<file path="src/rtl/rf_wb_arbiter_if.sv">
// Write-back arbiter bus: two write requesters, decode reservations, scoreboard and RF write port.
// Forwarding signals exist only when RF_WB_FWD_EN is defined.
interface rf_wb_arbiter_if #(
    parameter int DW   = 32,
    parameter int NREG = 32
);
    logic            a_valid;
    logic [4:0]      a_addr;
    logic [DW-1:0]   a_data;
    logic            a_ready;

    logic            b_valid;
    logic [4:0]      b_addr;
    logic [DW-1:0]   b_data;
    logic            b_ready;

    logic            alloc_valid;
    logic [4:0]      alloc_addr;
    logic            alloc_ready;

    logic [NREG-1:0] busy;

    logic [4:0]      rf_dst_addr;
    logic [DW-1:0]   rf_dst_data;
    logic            rf_reg_write;

`ifdef RF_WB_FWD_EN
    logic [4:0]      rd_src_addr;
    logic [4:0]      rd_tar_addr;
    logic            fwd_src_hit;
    logic            fwd_tar_hit;
    logic [DW-1:0]   fwd_data;
`endif

    modport slave (
        input  a_valid, a_addr, a_data,
        input  b_valid, b_addr, b_data,
        input  alloc_valid, alloc_addr,
`ifdef RF_WB_FWD_EN
        input  rd_src_addr, rd_tar_addr,
        output fwd_src_hit, fwd_tar_hit, fwd_data,
`endif
        output a_ready, b_ready, alloc_ready, busy,
        output rf_dst_addr, rf_dst_data, rf_reg_write
    );

    modport master (
        output a_valid, a_addr, a_data,
        output b_valid, b_addr, b_data,
        output alloc_valid, alloc_addr,
`ifdef RF_WB_FWD_EN
        output rd_src_addr, rd_tar_addr,
        input  fwd_src_hit, fwd_tar_hit, fwd_data,
`endif
        input  a_ready, b_ready, alloc_ready, busy,
        input  rf_dst_addr, rf_dst_data, rf_reg_write
    );
endinterface

</file>
<file path="src/rtl/rf_wb_arbiter.sv">
// Round-robin write-back arbiter for the RF write port plus a per-register busy scoreboard.
// Define RF_WB_FWD_EN to add combinational forwarding of the registered write to two read ports.
module rf_wb_arbiter #(
    parameter int NREG = 32,
    parameter int DW   = 32
) (
    input  logic           clk,
    input  logic           rst_n,
    rf_wb_arbiter_if.slave wb,
    output logic           dbg_last
);

    // Handshake: a requester raises valid with addr/data and holds all three until it sees
    // ready in the same cycle; the transfer happens on the edge closing that cycle.
    typedef enum logic {
        LAST_A = 1'b0,
        LAST_B = 1'b1
    } last_e;

    last_e           last_q, last_d;
    logic            grant_a, grant_b;
    logic [4:0]      dst_addr_q, dst_addr_d;
    logic [DW-1:0]   dst_data_q, dst_data_d;
    logic            reg_write_q, reg_write_d;
    logic [NREG-1:0] busy_q, busy_d;
    logic            alloc_ok;

    always_ff @(posedge clk) begin
        if (!rst_n) begin
            last_q      <= LAST_B;
            dst_addr_q  <= '0;
            dst_data_q  <= '0;
            reg_write_q <= 1'b0;
            busy_q      <= '0;
        end else begin
            last_q      <= last_d;
            dst_addr_q  <= dst_addr_d;
            dst_data_q  <= dst_data_d;
            reg_write_q <= reg_write_d;
            busy_q      <= busy_d;
        end
    end

    // Pointer FSM: a lone requester always wins; on contention the one not granted last wins.
    always_comb begin
        grant_a = 1'b0;
        grant_b = 1'b0;
        last_d  = last_q;
        if (rst_n) begin
            if (wb.a_valid && (!wb.b_valid || last_q == LAST_B)) begin
                grant_a = 1'b1;
                last_d  = LAST_A;
            end else if (wb.b_valid) begin
                grant_b = 1'b1;
                last_d  = LAST_B;
            end
        end
    end

    // Register 0 writes still consume the slot but never reach the RF.
    always_comb begin
        dst_addr_d  = dst_addr_q;
        dst_data_d  = dst_data_q;
        reg_write_d = 1'b0;
        if (grant_a) begin
            dst_addr_d  = wb.a_addr;
            dst_data_d  = wb.a_data;
            reg_write_d = (wb.a_addr != 5'd0);
        end else if (grant_b) begin
            dst_addr_d  = wb.b_addr;
            dst_data_d  = wb.b_data;
            reg_write_d = (wb.b_addr != 5'd0);
        end
    end

    assign alloc_ok = !busy_q[wb.alloc_addr] || (wb.alloc_addr == 5'd0);

    // A reservation landing on the same edge as the retiring write must survive, so set follows clear.
    always_comb begin
        busy_d = busy_q;
        if (reg_write_q) begin
            busy_d[dst_addr_q] = 1'b0;
        end
        if (wb.alloc_valid && alloc_ok && (wb.alloc_addr != 5'd0)) begin
            busy_d[wb.alloc_addr] = 1'b1;
        end
    end

    assign wb.a_ready      = grant_a;
    assign wb.b_ready      = grant_b;
    assign wb.alloc_ready  = alloc_ok;
    assign wb.busy         = busy_q;
    assign wb.rf_dst_addr  = dst_addr_q;
    assign wb.rf_dst_data  = dst_data_q;
    assign wb.rf_reg_write = reg_write_q;
    assign dbg_last        = last_q;

`ifdef RF_WB_FWD_EN
    // Covers the RF read that samples on the same edge the write commits.
    assign wb.fwd_src_hit = reg_write_q && (dst_addr_q == wb.rd_src_addr) && (wb.rd_src_addr != 5'd0);
    assign wb.fwd_tar_hit = reg_write_q && (dst_addr_q == wb.rd_tar_addr) && (wb.rd_tar_addr != 5'd0);
    assign wb.fwd_data    = dst_data_q;
`endif

endmodule

</file>
<file path="src/flat_wrapper.sv">
// flat-port wrapper written by rule: the top's interface ports become plain ports
module rf_wb_arbiter_flat 
#(
    parameter int NREG = 32,
    parameter int DW   = 32
)
  (clk, rst_n, dbg_last, wb_a_valid, wb_a_addr, wb_a_data, wb_b_valid, wb_b_addr, wb_b_data, wb_alloc_valid, wb_alloc_addr, wb_a_ready, wb_b_ready, wb_alloc_ready, wb_busy, wb_rf_dst_addr, wb_rf_dst_data, wb_rf_reg_write);
  rf_wb_arbiter_if #(.DW(DW), .NREG(NREG)) wb_i ();
  input  logic clk;
  input  logic rst_n;
  output logic dbg_last;
  input wire logic [$bits(wb_i.a_valid)-1:0] wb_a_valid;
  input wire logic [$bits(wb_i.a_addr)-1:0] wb_a_addr;
  input wire logic [$bits(wb_i.a_data)-1:0] wb_a_data;
  input wire logic [$bits(wb_i.b_valid)-1:0] wb_b_valid;
  input wire logic [$bits(wb_i.b_addr)-1:0] wb_b_addr;
  input wire logic [$bits(wb_i.b_data)-1:0] wb_b_data;
  input wire logic [$bits(wb_i.alloc_valid)-1:0] wb_alloc_valid;
  input wire logic [$bits(wb_i.alloc_addr)-1:0] wb_alloc_addr;
  output wire logic [$bits(wb_i.a_ready)-1:0] wb_a_ready;
  output wire logic [$bits(wb_i.b_ready)-1:0] wb_b_ready;
  output wire logic [$bits(wb_i.alloc_ready)-1:0] wb_alloc_ready;
  output wire logic [$bits(wb_i.busy)-1:0] wb_busy;
  output wire logic [$bits(wb_i.rf_dst_addr)-1:0] wb_rf_dst_addr;
  output wire logic [$bits(wb_i.rf_dst_data)-1:0] wb_rf_dst_data;
  output wire logic [$bits(wb_i.rf_reg_write)-1:0] wb_rf_reg_write;
  assign wb_i.a_valid = wb_a_valid;
  assign wb_i.a_addr = wb_a_addr;
  assign wb_i.a_data = wb_a_data;
  assign wb_i.b_valid = wb_b_valid;
  assign wb_i.b_addr = wb_b_addr;
  assign wb_i.b_data = wb_b_data;
  assign wb_i.alloc_valid = wb_alloc_valid;
  assign wb_i.alloc_addr = wb_alloc_addr;
  assign wb_a_ready = wb_i.a_ready;
  assign wb_b_ready = wb_i.b_ready;
  assign wb_alloc_ready = wb_i.alloc_ready;
  assign wb_busy = wb_i.busy;
  assign wb_rf_dst_addr = wb_i.rf_dst_addr;
  assign wb_rf_dst_data = wb_i.rf_dst_data;
  assign wb_rf_reg_write = wb_i.rf_reg_write;
  rf_wb_arbiter #(.NREG(NREG), .DW(DW)) u_core (.clk(clk), .rst_n(rst_n), .wb(wb_i), .dbg_last(dbg_last));
endmodule
</file>
<file path="config.mk">
export PLATFORM = sky130hd
export DESIGN_NAME = rf_wb_arbiter_flat
export DESIGN_NICKNAME = d
export VERILOG_FILES = /design/src/rtl/rf_wb_arbiter_if.sv /design/src/rtl/rf_wb_arbiter.sv /design/src/flat_wrapper.sv
export SDC_FILE = /design/constraint.sdc
export NUM_CORES = 1
export LEC_CHECK = 0
export ABC_CLOCK_PERIOD_IN_PS = 1750
export BUFFER_PORTS_ARGS = -buffer_cell sky130_fd_sc_hd__buf_2
export CAP_MARGIN = 30
export CORE_MARGIN = 2
export CORE_UTILIZATION = 42
export DETAILED_ROUTE_END_ITERATION = 16
export PLACE_DENSITY_LB_ADDON = 0.05
export SLEW_MARGIN = 40
export SYNTH_ARGS = -nofsm -noshare
export SYNTH_HDL_FRONTEND = slang
export SYNTH_SLANG_ARGS = --single-unit
</file>
<file path="constraint.sdc">
create_clock -name clk -period 1.75 [get_ports clk]
set_input_delay 0.0875 -clock clk [delete_from_list [all_inputs] [get_ports clk]]
set_output_delay 0.0875 -clock clk [all_outputs]
set_load 0.1 [all_outputs]
</file>
==> results.md <==
* Status: complete, but fails checks
* Failing checks: negative setup slack
* Die H at around 94 µm
* Part of the power in registers at roughly 40%
* Cell taking the most area after synthesis: dfxtp_1
* CP top delay family: compound AO/OA/AOI/OAI gates
* Worst IR Drop VDD at 0.557 mV
* Routed WL at between 10 and 15 mm
* Synthesized cell area at roughly 3400 µm²
* Total of max-cap violations at 0
* Placed Cells at between 600 and 700
* CTS tree: built
* Crit path required time at approximately 1700 ps
* Synth warn at 0
* Register area share after synthesis at between 40% and 50%
* Setup crit end kind: output pin
* FMAX at 456 MHz
* Final Hold Vio Count at 0
* IO Port Bufs at approximately 160
* Largest net degree at the start of global routing at 72
* Combinational share of power at about a third
* Max-slew headroom at 66.5%
* Dominant synthesized flop cell: dfxtp_1
* DR DRC count at 0
* Post-Layout Cell Count at between 600 and 700
* Worst skew pair latency at around 330 ps
* Die X at around 94 µm
* Largest stage delay, worst path at about 450 ps
* Crit Path Category: reg -> out
* Detail Route Antenna Nets at 0
* Ys async rst share at 0%
* Layout cells sized above 1 at roughly half
* Critical-path top delay cell: mux4_2
* Post-synth EDFFs at 0
* Count of cell types in the netlist at 32
* Post-synth top area share at about 42%
* Avg Inst Size Synth at between 9 and 10 µm²
* Htree depth at 3
* Crit-path cells: mux4_2 > a22o_1 > a21oi_2 > o311ai_2 > buf_4 > o32ai_4 > buf_12
* Vias/cell at 5.56
* Initial antenna violation count at 0
* Final setup skew at ~11 ps
* # nets final at roughly 640
* First-pass GRT wire length at between 15 and 20 mm
* # diodes at 0
* Clock Pin Slew Worst Setup and Hold Paths at around 70 ps
* Area contributors post-synth: dfxtp_1 42%, mux2i_1 11%, o211a_1 8.5%, o211ai_1 7.0%, o41ai_1 5.1%
* Vias at between 3000 and 4000
* Slew Limit Fails at 0
* Vias in the first global route at about 3500
* Area of the core at 7810 µm²
* PD cells at about 800 nW/µm²
* Rows at 32
* Clock power frac at between 20% and 30%
* Root Buffer: clkbuf_8
* Most common cell after layout, fill and taps aside: buf_2
* GRT Total Usage at 24.9%
* GRT Residual Overflow at 0
* Final cycle utilization of the critical path at 125%
* PnR worst setup slack at -441 ps
* Net Count, Synth at approximately 440
* P&R area growth vs syn at 54.4%
* Routability Congestion at between 0.8 and 0.9
* Leak at roughly 2.7 nW
* Final Setup Violations at 10
* Sw frac at 37.5%
* Internal reg-to-reg setup slack at -230 ps
* Fin crit period at around 2200 ps
* Worst-margin pin slew at between 500 and 600 ps
* DRT iter0 DRCs at between 200 and 300
* Max clock buf depth at 2
* Psw at 1.63 mW
* Synth Instances at around 350
* Initial Util at between 40% and 50%
* HPWL Detailed at roughly 7.6 mm
* CTS sink count at 71
* Most frequent cells in the layout: 154 x buf_2, 42 x nand2_1, 38 x mux2i_1, 35 x buf_4
* Full die area at about 8900 µm²
* Startpoint types: flop
* Wire length per cell at about 17 µm
* Arrival time at the worst endpoint at between 2000 and 2500 ps
* Hold Path Class: in -> reg
* RSZ-0062 raised after global routing: true
* Synthesis-stage register bit count at slightly above 70
* CTS Buf Count at 9
* Io pins at around 160
* Drt pass-1 iters at 5
* CP max FO at 2
* Worst slack, placed at -208 ps
* Buf+Inv Stages, Crit Path at 2
* Internal power at approximately 2.7 mW
-- routing by layer --
metal	up-vias	part of all wire [%]	GRT usage, %	wire length (µm)
li1	1787	-	-	-
met1	1732	40	30.8	4450
met2	165	49	42.0	5410
met3	14	9.4	5.94	1040
met4	0	1.6	8.70	176
met5	-	0	0	0
-- through the flow --
step	hold slack, ps	instance area, µm²	util (%)	total power [mW]	setup TNS [ps]
6_report	14.8	5280	67.6	4.34	-1860
5_1_grt	12.5	5280	67.6	4.52	-2970
4_1_cts	3.98	5200	66.6	4.36	-1740
3_5_place_dp	332	4660	59.7	3.08	-1100
3_3_place_gp	327	4660	59.7	3.06	-686
2_1_floorplan	220	3530	-	2.75	-1470
-- repair_timing --
item | CTS | global route
setup buffers | 2 | 5
endpoints found under the setup margin | 8 | 16
pin swaps | 5 | 6
hold endpoints to repair | 28 | 0
gates cloned | 1 | 0
resized for setup | 14 | 10
hold buffers | 28 | 0
-- power by group through the flow --
stage,logic [mW],clock network [mW],registers (mW)
2_1_floorplan,0.372,0,2.38
3_3_place_gp,1.28,0,1.78
3_5_place_dp,1.29,0,1.79
4_1_cts,1.35,1.26,1.75
5_1_grt,1.43,1.33,1.76
6_report,1.36,1.22,1.75
-- cells by family after synthesis --
kind of cell,Yosys count,synth area share [%]
simple gates,79,11.5
flops,71,41.6
compound gates,124,28.9
buf+inv,37,4.87
mux,41,13.1
-- flip-flops by register name, summed over array words and instances (netlist names) --
signal / count
u_core.dbg_last: 1
u_core.wb.busy: 32
u_core.wb.rf_reg_write: 1
u_core.wb.rf_dst_data: 32
u_core.wb.rf_dst_addr: 5
-- worst paths after layout --
check,startpoint,end,cells past startpoint
worst max-delay path,u_core.wb.busy[27],wb_alloc_ready,7
worst max register to register,u_core.wb.busy[27],u_core.wb.busy[18],7
worst min register to register,u_core.wb.rf_dst_data[27],u_core.wb.rf_dst_data[27],2
worst min-delay path,wb_a_addr[3],u_core.wb.rf_dst_addr[3],2
-- layout make-up --
cell class                 instances  area, µm²
sequential                        71       1500
fill                             657       2530
inverter                           4       15.0
multi-input combinational        244       1960
tap                              102        128
clock inverter                     3       15.0
clock buffer                      13        170
timing repair buffer             228       1490
-- worst register-to-register path, cell delays in order (launching register included) --
cell and delay [ps]:
dfxtp_4 340, mux4_2 450, a22o_1 250, a21oi_2 130, o311ai_2 120, buf_4 160, buf_6 130, o41ai_4 300
-- synthesized netlist by cell type, types with 4 or more instances --
library cell,number
o211a_1,29
a21boi_0,10
a22oi_1,9
o41ai_1,20
dfxtp_1,71
o22ai_1,4
or3_1,5
clkbuf_1,22
mux2i_1,38
nand3b_1,7
o21ai_0,14
o211ai_1,32
buf_2,4
nand3_1,7
inv_1,4
nor2_1,5
buf_1,4
or3b_2,5
nand2_1,42
No activity file was read; power rests on OpenSTA's default activity.
